`src/rtl/obstacle_scroller_if.sv`:
```
// Obstacle scroller signal bundle: game-side controls and generator
// patterns in, playfield frame and game status out.
interface obstacle_scroller_if;
    logic        start;
    logic        tick;
    logic        mode;
    logic [7:0]  col_a;
    logic [7:0]  col_b;
    logic [2:0]  bird_row;
    logic        gen_req;
    logic [63:0] frame;
    logic [7:0]  score;
    logic        collision;
    logic        playing;

    // Driver side: game control, timer, bird position and column generator
    modport master (
        output start, tick, mode, col_a, col_b, bird_row,
        input  gen_req, frame, score, collision, playing
    );

    // Scroller side
    modport slave (
        input  start, tick, mode, col_a, col_b, bird_row,
        output gen_req, frame, score, collision, playing
    );
endinterface

```
`src/rtl/obstacle_scroller.sv`:
```
// Obstacle scroller: shifts generator column patterns right-to-left across
// an 8x8 playfield, requests new patterns, detects bird/wall collision and
// keeps the score.
// Optional build macro SCORE_BCD_EN: score becomes two packed BCD digits
// saturating at 8'h99; otherwise score is binary saturating at 255.
module obstacle_scroller #(
    parameter int GAP      = 3,
    parameter int BIRD_COL = 1
) (
    input logic             clk,
    input logic             reset_n,
    obstacle_scroller_if.slave sc
);

    typedef enum logic [1:0] {IDLE, RUN, HIT} state_t;

    localparam logic [2:0] SLOT_LAST = 3'(GAP + 1);

    state_t      state_q;
    logic [63:0] frame_q, frame_d;
    logic [7:0]  score_q, score_d;
    logic [7:0]  tag_q, tag_d;
    logic [2:0]  slot_q, slot_d;
    logic [7:0]  lat_b_q;
    logic        lat_mode_q;
    logic        gen_req_q;
    logic        collision_q;
    logic        playing_q;
    logic [7:0]  new_col;
    logic [5:0]  bird_idx;
    logic        hit;

    // Next-column selection, shift values, collision probe and saturated score
    always_comb begin
        bird_idx = 6'(8 * BIRD_COL) + {3'b000, sc.bird_row};
        hit      = frame_q[bird_idx];

        new_col = '0;
        if (slot_q == 3'd0)
            new_col = sc.col_a;
        else if (slot_q == 3'd1 && lat_mode_q)
            new_col = lat_b_q;

        frame_d = {new_col, frame_q[63:8]};
        tag_d   = {(slot_q == 3'd0), tag_q[7:1]};
        slot_d  = (slot_q == SLOT_LAST) ? 3'd0 : slot_q + 3'd1;

`ifdef SCORE_BCD_EN
        if (score_q == 8'h99)
            score_d = score_q;
        else if (score_q[3:0] == 4'd9)
            score_d = {score_q[7:4] + 4'd1, 4'd0};
        else
            score_d = {score_q[7:4], score_q[3:0] + 4'd1};
`else
        score_d = (score_q == 8'hFF) ? score_q : score_q + 8'd1;
`endif
    end

    // Game FSM with registered frame, score and status outputs
    always_ff @(posedge clk or negedge reset_n) begin
        if (!reset_n) begin
            state_q     <= IDLE;
            frame_q     <= '0;
            score_q     <= '0;
            tag_q       <= '0;
            slot_q      <= '0;
            lat_b_q     <= '0;
            lat_mode_q  <= 1'b0;
            gen_req_q   <= 1'b0;
            collision_q <= 1'b0;
            playing_q   <= 1'b0;
        end else begin
            gen_req_q <= 1'b0;
            case (state_q)
                IDLE, HIT: begin
                    if (sc.start) begin
                        state_q     <= RUN;
                        frame_q     <= '0;
                        score_q     <= '0;
                        tag_q       <= '0;
                        slot_q      <= '0;
                        collision_q <= 1'b0;
                        playing_q   <= 1'b1;
                    end
                end
                RUN: begin
                    // A collision in the same cycle as a tick freezes the playfield
                    if (hit) begin
                        state_q     <= HIT;
                        collision_q <= 1'b1;
                        playing_q   <= 1'b0;
                    end else if (sc.tick) begin
                        frame_q <= frame_d;
                        tag_q   <= tag_d;
                        slot_q  <= slot_d;
                        if (slot_q == 3'd0) begin
                            lat_b_q    <= sc.col_b;
                            lat_mode_q <= sc.mode;
                            gen_req_q  <= 1'b1;
                        end
                        if (tag_q[BIRD_COL])
                            score_q <= score_d;
                    end
                end
                default: state_q <= IDLE;
            endcase
        end
    end

    assign sc.gen_req   = gen_req_q;
    assign sc.frame     = frame_q;
    assign sc.score     = score_q;
    assign sc.collision = collision_q;
    assign sc.playing   = playing_q;

endmodule

```
`src/flat_wrapper.sv`:
```
// flat-port wrapper written by rule: the top's interface ports become plain ports
module obstacle_scroller_flat 
#(
    parameter int GAP      = 3,
    parameter int BIRD_COL = 1
)
  (clk, reset_n, sc_start, sc_tick, sc_mode, sc_col_a, sc_col_b, sc_bird_row, sc_gen_req, sc_frame, sc_score, sc_collision, sc_playing);
  obstacle_scroller_if sc_i ();
  input logic clk;
  input logic reset_n;
  input wire logic [$bits(sc_i.start)-1:0] sc_start;
  input wire logic [$bits(sc_i.tick)-1:0] sc_tick;
  input wire logic [$bits(sc_i.mode)-1:0] sc_mode;
  input wire logic [$bits(sc_i.col_a)-1:0] sc_col_a;
  input wire logic [$bits(sc_i.col_b)-1:0] sc_col_b;
  input wire logic [$bits(sc_i.bird_row)-1:0] sc_bird_row;
  output wire logic [$bits(sc_i.gen_req)-1:0] sc_gen_req;
  output wire logic [$bits(sc_i.frame)-1:0] sc_frame;
  output wire logic [$bits(sc_i.score)-1:0] sc_score;
  output wire logic [$bits(sc_i.collision)-1:0] sc_collision;
  output wire logic [$bits(sc_i.playing)-1:0] sc_playing;
  assign sc_i.start = sc_start;
  assign sc_i.tick = sc_tick;
  assign sc_i.mode = sc_mode;
  assign sc_i.col_a = sc_col_a;
  assign sc_i.col_b = sc_col_b;
  assign sc_i.bird_row = sc_bird_row;
  assign sc_gen_req = sc_i.gen_req;
  assign sc_frame = sc_i.frame;
  assign sc_score = sc_i.score;
  assign sc_collision = sc_i.collision;
  assign sc_playing = sc_i.playing;
  obstacle_scroller #(.GAP(GAP), .BIRD_COL(BIRD_COL)) u_core (.clk(clk), .reset_n(reset_n), .sc(sc_i));
endmodule
```
`config.mk`:
```
export PLATFORM = sky130hd
export DESIGN_NAME = obstacle_scroller_flat
export DESIGN_NICKNAME = d
export VERILOG_FILES = /design/src/rtl/obstacle_scroller_if.sv /design/src/rtl/obstacle_scroller.sv /design/src/flat_wrapper.sv
export SDC_FILE = /design/constraint.sdc
export NUM_CORES = 1
export LEC_CHECK = 0
export BUFFER_PORTS_ARGS = -buffer_cell sky130_fd_sc_hd__buf_2
export CAP_MARGIN = 20
export CORE_MARGIN = 2
export CORE_UTILIZATION = 54
export CTS_CLUSTER_SIZE = 16
export DETAILED_ROUTE_END_ITERATION = 12
export HOLD_SLACK_MARGIN = 0.08
export PLACE_DENSITY_LB_ADDON = 0.05
export RECOVER_POWER = 50
export SLEW_MARGIN = 25
export SYNTH_ARGS = -nofsm -noshare
export SYNTH_HDL_FRONTEND = slang
export SYNTH_SLANG_ARGS = --single-unit
```
`constraint.sdc`:
```
create_clock -name clk -period 2.51 [get_ports clk]
set_input_delay 0.1255 -clock clk [delete_from_list [all_inputs] [get_ports clk]]
set_output_delay 0.1255 -clock clk [all_outputs]
set_load 0.01 [all_outputs]
```
# Word level (Yosys, flattened, before mapping)

Index checks and enable logic that the tools add are counted.

Add/subtract/negate cells: 3
Multiply operators: 0
Div/mod/pow operators: 0
$lt $le $gt $ge: 1
Eq/ne operators: 11
Shifts and indexed selects: 0
Multiplexer cells: 35
Bitwise logic cells: 1
Reductions and logical operators: 10

Operators by type and width:

| cell                  | count |
|---|---|
| $mux W64              | 3 |
| $pmux W64 S2          | 1 |
| $mux W8               | 9 |
| $pmux W8 S2           | 2 |
| $mux W3               | 4 |
| $mux W1               | 9 |
| $add A8 B1 Y8 const B | 1 |
| $eq A8 B8 Y1 const B  | 1 |
| $ne A2 B2 Y1 const B  | 4 |
| $reduce_and A4 Y1     | 2 |
| $lt A6 B7 Y1 const B  | 1 |
| $bmux W1 S6           | 1 |
| $pmux W3 S2           | 1 |
| $reduce_and A6 Y1     | 1 |
| $add A4 B3 Y5 const A | 1 |
| $mux W2               | 2 |
| $ne A2 B1 Y1 const B  | 2 |
| $pmux W1 S2           | 2 |
| $pmux W2 S2           | 1 |
| $add A3 B1 Y3 const B | 1 |
| $eq A3 B1 Y1 const B  | 1 |
| $eq A3 B3 Y1 const B  | 1 |
| $logic_not A3 Y1      | 1 |
| $reduce_and A3 Y1     | 1 |
| 8 further kinds       | 8 |

Register bits after elaboration: 97
Latch bits: 0
RAM bits: 0
ROM bits: 0
Input bits: 24
Output and inout bits: 75
Word-level logic and storage cells: 71
Memories: 0

# Longest topological paths before layout

Gate-level depths: netlist (run 1).

Word-level depth: 7
Mapped depth: 7
Gate-level depth less buffers: 6

# Least setup slack after synthesis (run 1)

No wires, ideal clock.

Path type: flip-flop to flip-flop
Start: register u_core.frame_q[13] (netlist: u_core.sc.frame[13])
End: register u_core.lat_b_q[0]
Setup time: 0.127 ns
Arrival time: 1.796 ns
Required time: 2.383 ns
Setup slack: 0.587 ns
Stages on the path, launching flop included: 6
Path buffers: 1
Clock period less this slack: 1.923 ns
Cells stage by stage: dfrtp_1 -> mux4_2 -> mux2i_4 -> and3_1 -> buf_6 -> mux2_1

Longest elaborated chain between the ends: 4

RTL lines:

| what                               | line                    | RTL |
|---|---|---|
| start: declaration                 | obstacle_scroller.sv:20 | `logic [63:0] frame_q, frame_d;` |
| start signal: assignment           | obstacle_scroller.sv:94 | `frame_q <= frame_d;` |
| $bmux W1 S6                        | obstacle_scroller.sv:36 | `hit = frame_q[bird_idx];` |
| $mux W1 (implied by the code)      | obstacle_scroller.sv:36 |  |
| $not A1 Y1 (no source line)        | n/a                     |  |
| $reduce_and A4 Y1 (no source line) | n/a                     |  |
| end signal: assignment             | obstacle_scroller.sv:98 | `lat_b_q <= sc.col_b;` |
| end: declaration                   | obstacle_scroller.sv:24 | `logic [7:0] lat_b_q;` |

No other way between the ends. The select of a mux whose other input is x is not followed.
A chain may end at the register's enable or synchronous reset.

# Final worst setup path (run 1)

Start: register u_core.frame_q[8] (netlist: u_core.sc.frame[8])
End: register u_core.frame_q[60] (netlist: u_core.sc.frame[60])

Longest elaborated chain between the ends: 4

RTL lines:

| what                               | line |
|---|---|
| $bmux W1 S6                        | obstacle_scroller.sv:36 |
| $mux W1 (implied by the code)      | obstacle_scroller.sv:36 |
| $ne A2 B2 Y1 (no source line)      | n/a |
| $reduce_and A4 Y1 (no source line) | n/a |

No other way between the ends. The select of a mux whose other input is x is not followed.

==> impl_metrics.py, run 1 <==
metrics = {
    "outcome": {
        "status": "finished clean",
    },
    "cells_and_area": {
        "drive_gt1_share_pct": 12.6,
        "syn_to_final_growth_pct": 18.4,
        "ff_latch_area_sq_um": 2400,
        "n_antenna_cell": 0,
        "fillers": 710,
        "multi_input_area_sq_um": 1670,
        "fin_cells": 635,
        "layout.nets": 557,
    },
    "pwr": {
        "p_seq_share_pct": 43.6,
        "powerDensity_nw_per_um2": 1230,
        "peakVddDrop_uv": 664,
        "switching_power_uw": 2670,
        "clkPwrFrac_pct": 14.4,
        "leakage_uw": 0.00221,
        "intPower_uw": 3500,
        "pwr-share-comb_pct": 42.0,
        "finalPower_uw": 6170,
        "swShare_pct": 43.3,
    },
    "setup_path": {
        "worstPathArrival_ns": 2.39,
        "cp_common_cell": "buf_4",
        "critical_path.max_stage_delay_ns": 0.51,
        "cp_cell_sequence": "mux4_2 -> mux2i_4 -> buf_4 -> buf_4 -> a21o_1 -> a22oi_1",
        "required_ns": 2.72,
        "crit_slowest_cell": "mux4_2",
        "crit_type": "flop to flop",
        "worstPathMaxFanout": 14,
        "start_kind": "flop",
        "end_kind": "flop",
    },
    "global_routing": {
        "grt_antenna_before_repair": 0,
        "grtUsageTotal_pct": 24.2,
        "grt_pass1_wl_microns": 16700,
        "grt_overflow": 0,
        "grt_pass1_vias": 3388,
        "grt_max_degree": 56,
    },
    "synthesis": {
        "ys_types": 38,
        "yosys.area.top_type_share_pct": 56.6,
        "synth-compound-area-share_pct": 14.5,
        "ys_top_cells_by_area": "dfrtp_1 57%, nand3_1 7.9%, o21ai_0 7.1%",
        "synthArstFlopShare_pct": 100,
        "synth_xor_area_share_pct": 0,
        "synth_area_leader_cell": "dfrtp_1",
        "synth_warnings": 0,
        "synth_fa_ha_area_share_pct": 1.18,
        "synthSimpleGateAreaFrac_pct": 18.6,
        "syn-mean-instance-area_sq_um": 9.84,
        "synth_top_family_by_area": "simple AND/OR/NAND/NOR gates",
        "synthFlopType": "dfrtp_1",
        "synth_edf_count": 0,
        "synthMuxAreaShare_pct": 4.92,
        "synth_nets": 459,
        "synth_seq_cells": 96,
        "syn_area_sq_um": 4240,
        "yosysSeqAreaShare_pct": 56.6,
        "synth_cells": 431,
    },
    "clocking": {
        "cts-buffers-inserted": 9,
        "cts_tree": "yes",
        "root_buffer": "clkbuf_8",
        "cts.sink_count": 96,
        "htree_levels": 3,
        "clkTransAtPathRegs_ns": 0.10,
        "clockBufferDepth": 2,
        "clk_latency_ns": 0.35,
    },
    "timing": {
        "rsz0062_at_grt": "false",
        "setup_violations": 0,
        "clock.fmax_mhz": 459,
        "final_max_slew_viol_count": 0,
        "period_share_pct": 86.8,
        "relSlewSlack_pct": 31.4,
        "finalSetupTns_ns": 0,
        "min_period_ns": 2.18,
        "worst_slack_ns": 0.332,
        "tightest_slew_ns": 1.03,
        "hold_viol": 0,
        "finClkSkew_ns": 0.0116,
    },
    "die": {
        "die_w_microns": 92.6,
        "die_area_sq_um": 8580,
        "fp.dieH_microns": 92.6,
        "initial_core_util_pct": 55.2,
        "core-area_sq_um": 7690,
        "io_pins": 99,
        "row_count": 32,
    },
    "min_path": {
        "min_path_type": "input port to flop",
    },
    "route": {
        "vias": 3644,
        "finalWirelength_microns": 10100,
        "wl_per_cell_microns": 16.0,
        "drtPass1Iterations": 5,
        "drt-initial-drc-count": 212,
        "detail-route-antenna-nets": 0,
        "via_per_inst": 5.74,
        "drc_errors": 0,
    },
    "place": {
        "gp_congestion": 0.869,
        "dp_hpwl_microns": 6580,
        "portBuffers": 98,
        "post-place-ws_ns": 0.334,
        "placedCellCount": 609,
    },
    "run": {
        "max-cap-violations": 0,
    },
}
==> cells in the final DEF (no fill, tap or decap), types with 5 or more instances in the layout <==
master          n
clkbuf_8        9
nor2_1         14
clkbuf_1       71
buf_2          28
inv_1           5
dfrtp_1        96
nand2_1        73
o21ai_0        60
buf_4          10
dlygate4sd3_1  11
mux2_1          8
a22oi_1        16
nand3_1        67
==> sequential cells by signal (all words and copies together), names as in the netlist <==
signal and count:
u_core.tag_q 7, u_core.sc.score 8, u_core.sc.gen_req 1, u_core.state_q 2
u_core.lat_mode_q 1, u_core.slot_q 3, u_core.sc.frame 64, u_core.sc.playing 1
u_core.lat_b_q 8, u_core.sc.collision 1
==> layer usage <==
metal / vias up / part of all wire [%] / global-route usage (%)
met5: - / 0 / 0
met4: 0 / 1.5 / 8.46
met3: 13 / 5.0 / 3.99
met1: 1810 / 46 / 35.4
li1: 1714 / - / -
met2: 107 / 48 / 36.9
==> repair_timing <==
action,4_1_cts,5_1_grt
hold buffers,11,0
setup buffers,0,0
gates resized for setup,0,0
hold endpoints to repair,52,0
==> cells by family (layout without fill, tap and decap cells) <==
group | count (synthesis) | count (layout)
simple gates | 173 | 173
fa+ha+maj | 4 | 4
compound gates | 102 | 102
buf+inv | 40 | 142
mux | 16 | 16
flops | 96 | 96
==> power groups by stage <==
stage / combinational [uW] / sequential [uW] / clock, uW
global route: 2910 / 2780 / 964
detailed placement: 2740 / 2700 / 0
CTS: 2760 / 2680 / 905
finish: 2590 / 2690 / 885
floorplan: 1520 / 2840 / 0
global placement: 2680 / 2670 / 0
==> path summary, 6_finish.rpt <==
path,slack [ns],cells after the start,start,end
setup / recovery,0.33,6,u_core.sc.frame[8],u_core.sc.frame[60]
hold / removal,0.12,3,sc_start,u_core.state_q[1]
min in group asynchronous,0.47,2,reset_n,u_core.sc.frame[3]
hold reg to reg,0.49,1,u_core.lat_b_q[0],u_core.lat_b_q[0]
setup reg to reg,0.33,6,u_core.sc.frame[8],u_core.sc.frame[60]
max in group asynchronous,0.64,3,reset_n,u_core.sc.frame[62]
==> area by class of cell <==
class / count / share of cell area, %
flip-flops and latches: 96 / 47.8
multi-input cells: 295 / 33.3
repair buffers: 122 / 12.7
clock buffers: 11 / 2.62
well taps: 102 / 2.54
clock inverters: 4 / 0.648
inverters: 5 / 0.374
==> worst max-delay path, delay by kind of cell, from the launching register on <==
family          cells  cell delay [ns]
compound gates      2             0.45
mux                 2             0.71
buf+inv             2             0.45
flops               1             0.43
==> Yosys cell counts, drive strengths merged (3+ instances only) <==
cell	instances
a21o	3
a21oi	4
a22oi	16
a31o	4
a31oi	3
buf	17
clkbuf	18
dfrtp	96
ha	4
inv	5
mux2	9
mux2i	5
nand2	74
nand3	67
nand4	4
nor2	15
nor4	3
o21ai	63
==> stage by stage <==
step | hold WS (ns) | utilization (%) | area, sq um
3_3_place_gp | 0.147 | 63.1 | 4850
2_1_floorplan | -0.170 | - | 4240
4_1_cts | 0.102 | 66.7 | 5120
3_5_place_dp | 0.149 | 63.1 | 4850
5_1_grt | 0.132 | 65.3 | 5020
6_report | 0.116 | 65.3 | 5020
(Power assumes the default switching activity.)
==> run 2: changes to the inputs <==
--- a/config.mk
+++ b/config.mk
@@ -7,12 +7,13 @@
 export LEC_CHECK = 0
 export BUFFER_PORTS_ARGS = -buffer_cell sky130_fd_sc_hd__buf_2
 export CAP_MARGIN = 20
+export CORE_ASPECT_RATIO = 1.75
 export CORE_MARGIN = 2
 export CORE_UTILIZATION = 54
 export CTS_CLUSTER_SIZE = 16
 export DETAILED_ROUTE_END_ITERATION = 12
 export HOLD_SLACK_MARGIN = 0.08
-export PLACE_DENSITY_LB_ADDON = 0.05
+export PLACE_DENSITY = 0.8
 export RECOVER_POWER = 50
 export SLEW_MARGIN = 25
 export SYNTH_ARGS = -nofsm -noshare
==> impl_metrics.py, run 2 (same netlist as run 1, synthesis figures left out) <==
metrics = {
    "outcome": {
        "status": "finished clean",
    },
    "clocking": {
        "cts.sink_count": 96,
        "root_buffer": "clkbuf_16",
        "clkTransAtPathRegs_ns": 0.06,
        "cts_tree": "yes",
        "clk_latency_ns": 0.34,
        "clockBufferDepth": 2,
        "cts-buffers-inserted": 9,
        "htree_levels": 3,
    },
    "pwr": {
        "switching_power_uw": 2780,
        "intPower_uw": 4030,
        "peakVddDrop_uv": 643,
        "powerDensity_nw_per_um2": 1310,
        "p_seq_share_pct": 40.0,
        "swShare_pct": 40.8,
        "pwr-share-comb_pct": 39.4,
        "clkPwrFrac_pct": 20.7,
        "leakage_uw": 0.00240,
    },
    "global_routing": {
        "grt_overflow": 0,
        "grt_max_degree": 97,
        "grtUsageTotal_pct": 26.1,
        "grt_pass1_vias": 3386,
        "grt_pass1_wl_microns": 17500,
        "grt_antenna_before_repair": 0,
    },
    "setup_path": {
        "cp_cell_sequence": "mux4_2 -> mux2i_4 -> and3_1 -> mux2_2",
        "worstPathArrival_ns": 2.49,
        "path_delay_family": "multiplexers",
        "start_kind": "flop",
        "end_kind": "flop",
        "crit_slowest_cell": "mux4_2",
        "required_ns": 2.74,
        "crit_type": "flop to flop",
        "crit_buf_inv": 0,
        "worstPathMaxFanout": 11,
        "critical_path.max_stage_delay_ns": 0.53,
    },
    "timing": {
        "period_share_pct": 90.0,
        "min_period_ns": 2.26,
        "finClkSkew_ns": 0.00723,
        "rsz0062_at_grt": "false",
        "final_max_slew_viol_count": 0,
        "hold_viol": 0,
        "tightest_slew_ns": 1.28,
        "setup_violations": 0,
        "relSlewSlack_pct": 14.8,
        "finalSetupTns_ns": 0,
        "clock.fmax_mhz": 443,
    },
    "die": {
        "die_area_sq_um": 8610,
        "row_count": 42,
        "die_w_microns": 71.0,
        "core-area_sq_um": 7620,
        "io_pins": 99,
        "initial_core_util_pct": 55.7,
        "fp.dieH_microns": 121,
    },
    "run": {
        "max-cap-violations": 0,
    },
    "route": {
        "wl_per_cell_microns": 17.2,
        "detail-route-antenna-nets": 0,
        "drt-initial-drc-count": 304,
        "drc_errors": 0,
        "via_per_inst": 5.99,
        "vias": 3703,
        "finalWirelength_microns": 10600,
        "drtPass1Iterations": 5,
    },
    "cells_and_area": {
        "largest_reg_flops": 64,
        "final_common_cell": "dfrtp_1",
        "n_antenna_cell": 0,
        "fillers": 607,
        "drive_gt1_share_pct": 18.7,
        "syn_to_final_growth_pct": 22.2,
        "layout.nets": 553,
        "fin_cells": 618,
        "layout_common_cells": "96 x dfrtp_1, 73 x nand2_1, 67 x nand3_1",
    },
    "place": {
        "portBuffers": 98,
        "placedCellCount": 592,
        "gp_congestion": 0.899,
        "dp_hpwl_microns": 6780,
    },
    "min_path": {
        "min_path_type": "input port to flop",
    },
}
run 2: cell count changes in the layout (fill, tap and decap cells not counted), moves of 3 or more:
| cell | delta |
|---|---|
| clkbuf_16 | +9 |
| buf_2 | +32 |
| clkbuf_8 | -7 |
| clkbuf_1 | -34 |
| buf_4 | -5 |
| clkinv_2 | +3 |
run 2: cell type report:
class / count / area (sq um) / share of cell area (%)
sequential: 96 / 2400 / 46.3
multi-input combinational: 295 / 1670 / 32.3
timing repair buffer: 118 / 672 / 13.0
clock buffer: 11 / 253 / 4.88
tap: 88 / 110 / 2.12
clock inverter: 5 / 53.8 / 1.04
inverter: 5 / 18.8 / 0.362
run 2: worst reg2reg max path, stage by stage, from the launching register on:
cell and delay [ns]:
dfrtp_1 0.41, mux4_2 0.53, mux2i_4 0.26, and3_1 0.53
mux2_2 0.41
run 2: metrics by stage:
stage / util (%) / hold slack [ns] / instance area [sq um] / setup slack, ns / power [uW]
2_1_floorplan: - / -0.170 / 4240 / 0.587 / 4360
3_3_place_gp: 63.5 / 0.214 / 4840 / 0.302 / 5360
3_5_place_dp: 63.5 / 0.217 / 4840 / 0.254 / 5460
4_1_cts: 68.8 / 0.115 / 5240 / 0.235 / 6890
5_1_grt: 68.0 / 0.142 / 5180 / 0.167 / 7250
6_report: 68.0 / 0.133 / 5180 / 0.250 / 6810
run 2: per-layer routing:
layer / track usage (%) / share of wire [%] / up-vias
met5: 0 / 0 / -
met4: 13.1 / 3.4 / 0
met3: 5.32 / 4.9 / 24
met2: 40.8 / 52 / 133
met1: 34.5 / 40 / 1840
li1: - / - / 1706
run 2: worst paths after layout:
path                                           from                  end  slack (ns)  cells past startpoint
worst max-delay path            u_core.sc.frame[15]    u_core.lat_b_q[7]        0.25                      4
worst min-delay path                        sc_tick   u_core.sc.score[6]        0.13                      3
worst max register to register  u_core.sc.frame[15]    u_core.lat_b_q[7]        0.25                      4
worst min register to register  u_core.sc.collision  u_core.sc.collision        0.49                      1
min in group asynchronous                   reset_n  u_core.sc.frame[16]        0.72                      3
max in group asynchronous                   reset_n   u_core.sc.score[2]        0.98                      3
run 2: what timing repair did:
action,4_1_cts,5_1_grt
setup buffers,0,0
endpoints found under the hold margin,105,0
resized for setup,0,0
hold buffers,10,0
run 2: power groups by stage:
stage	logic, uW	clock network (uW)	registers, uW
global route	2970	1480	2790
finish	2680	1410	2720
CTS	2760	1430	2700
global placement	2670	0	2690
detailed placement	2740	0	2720
floorplan	1520	0	2840
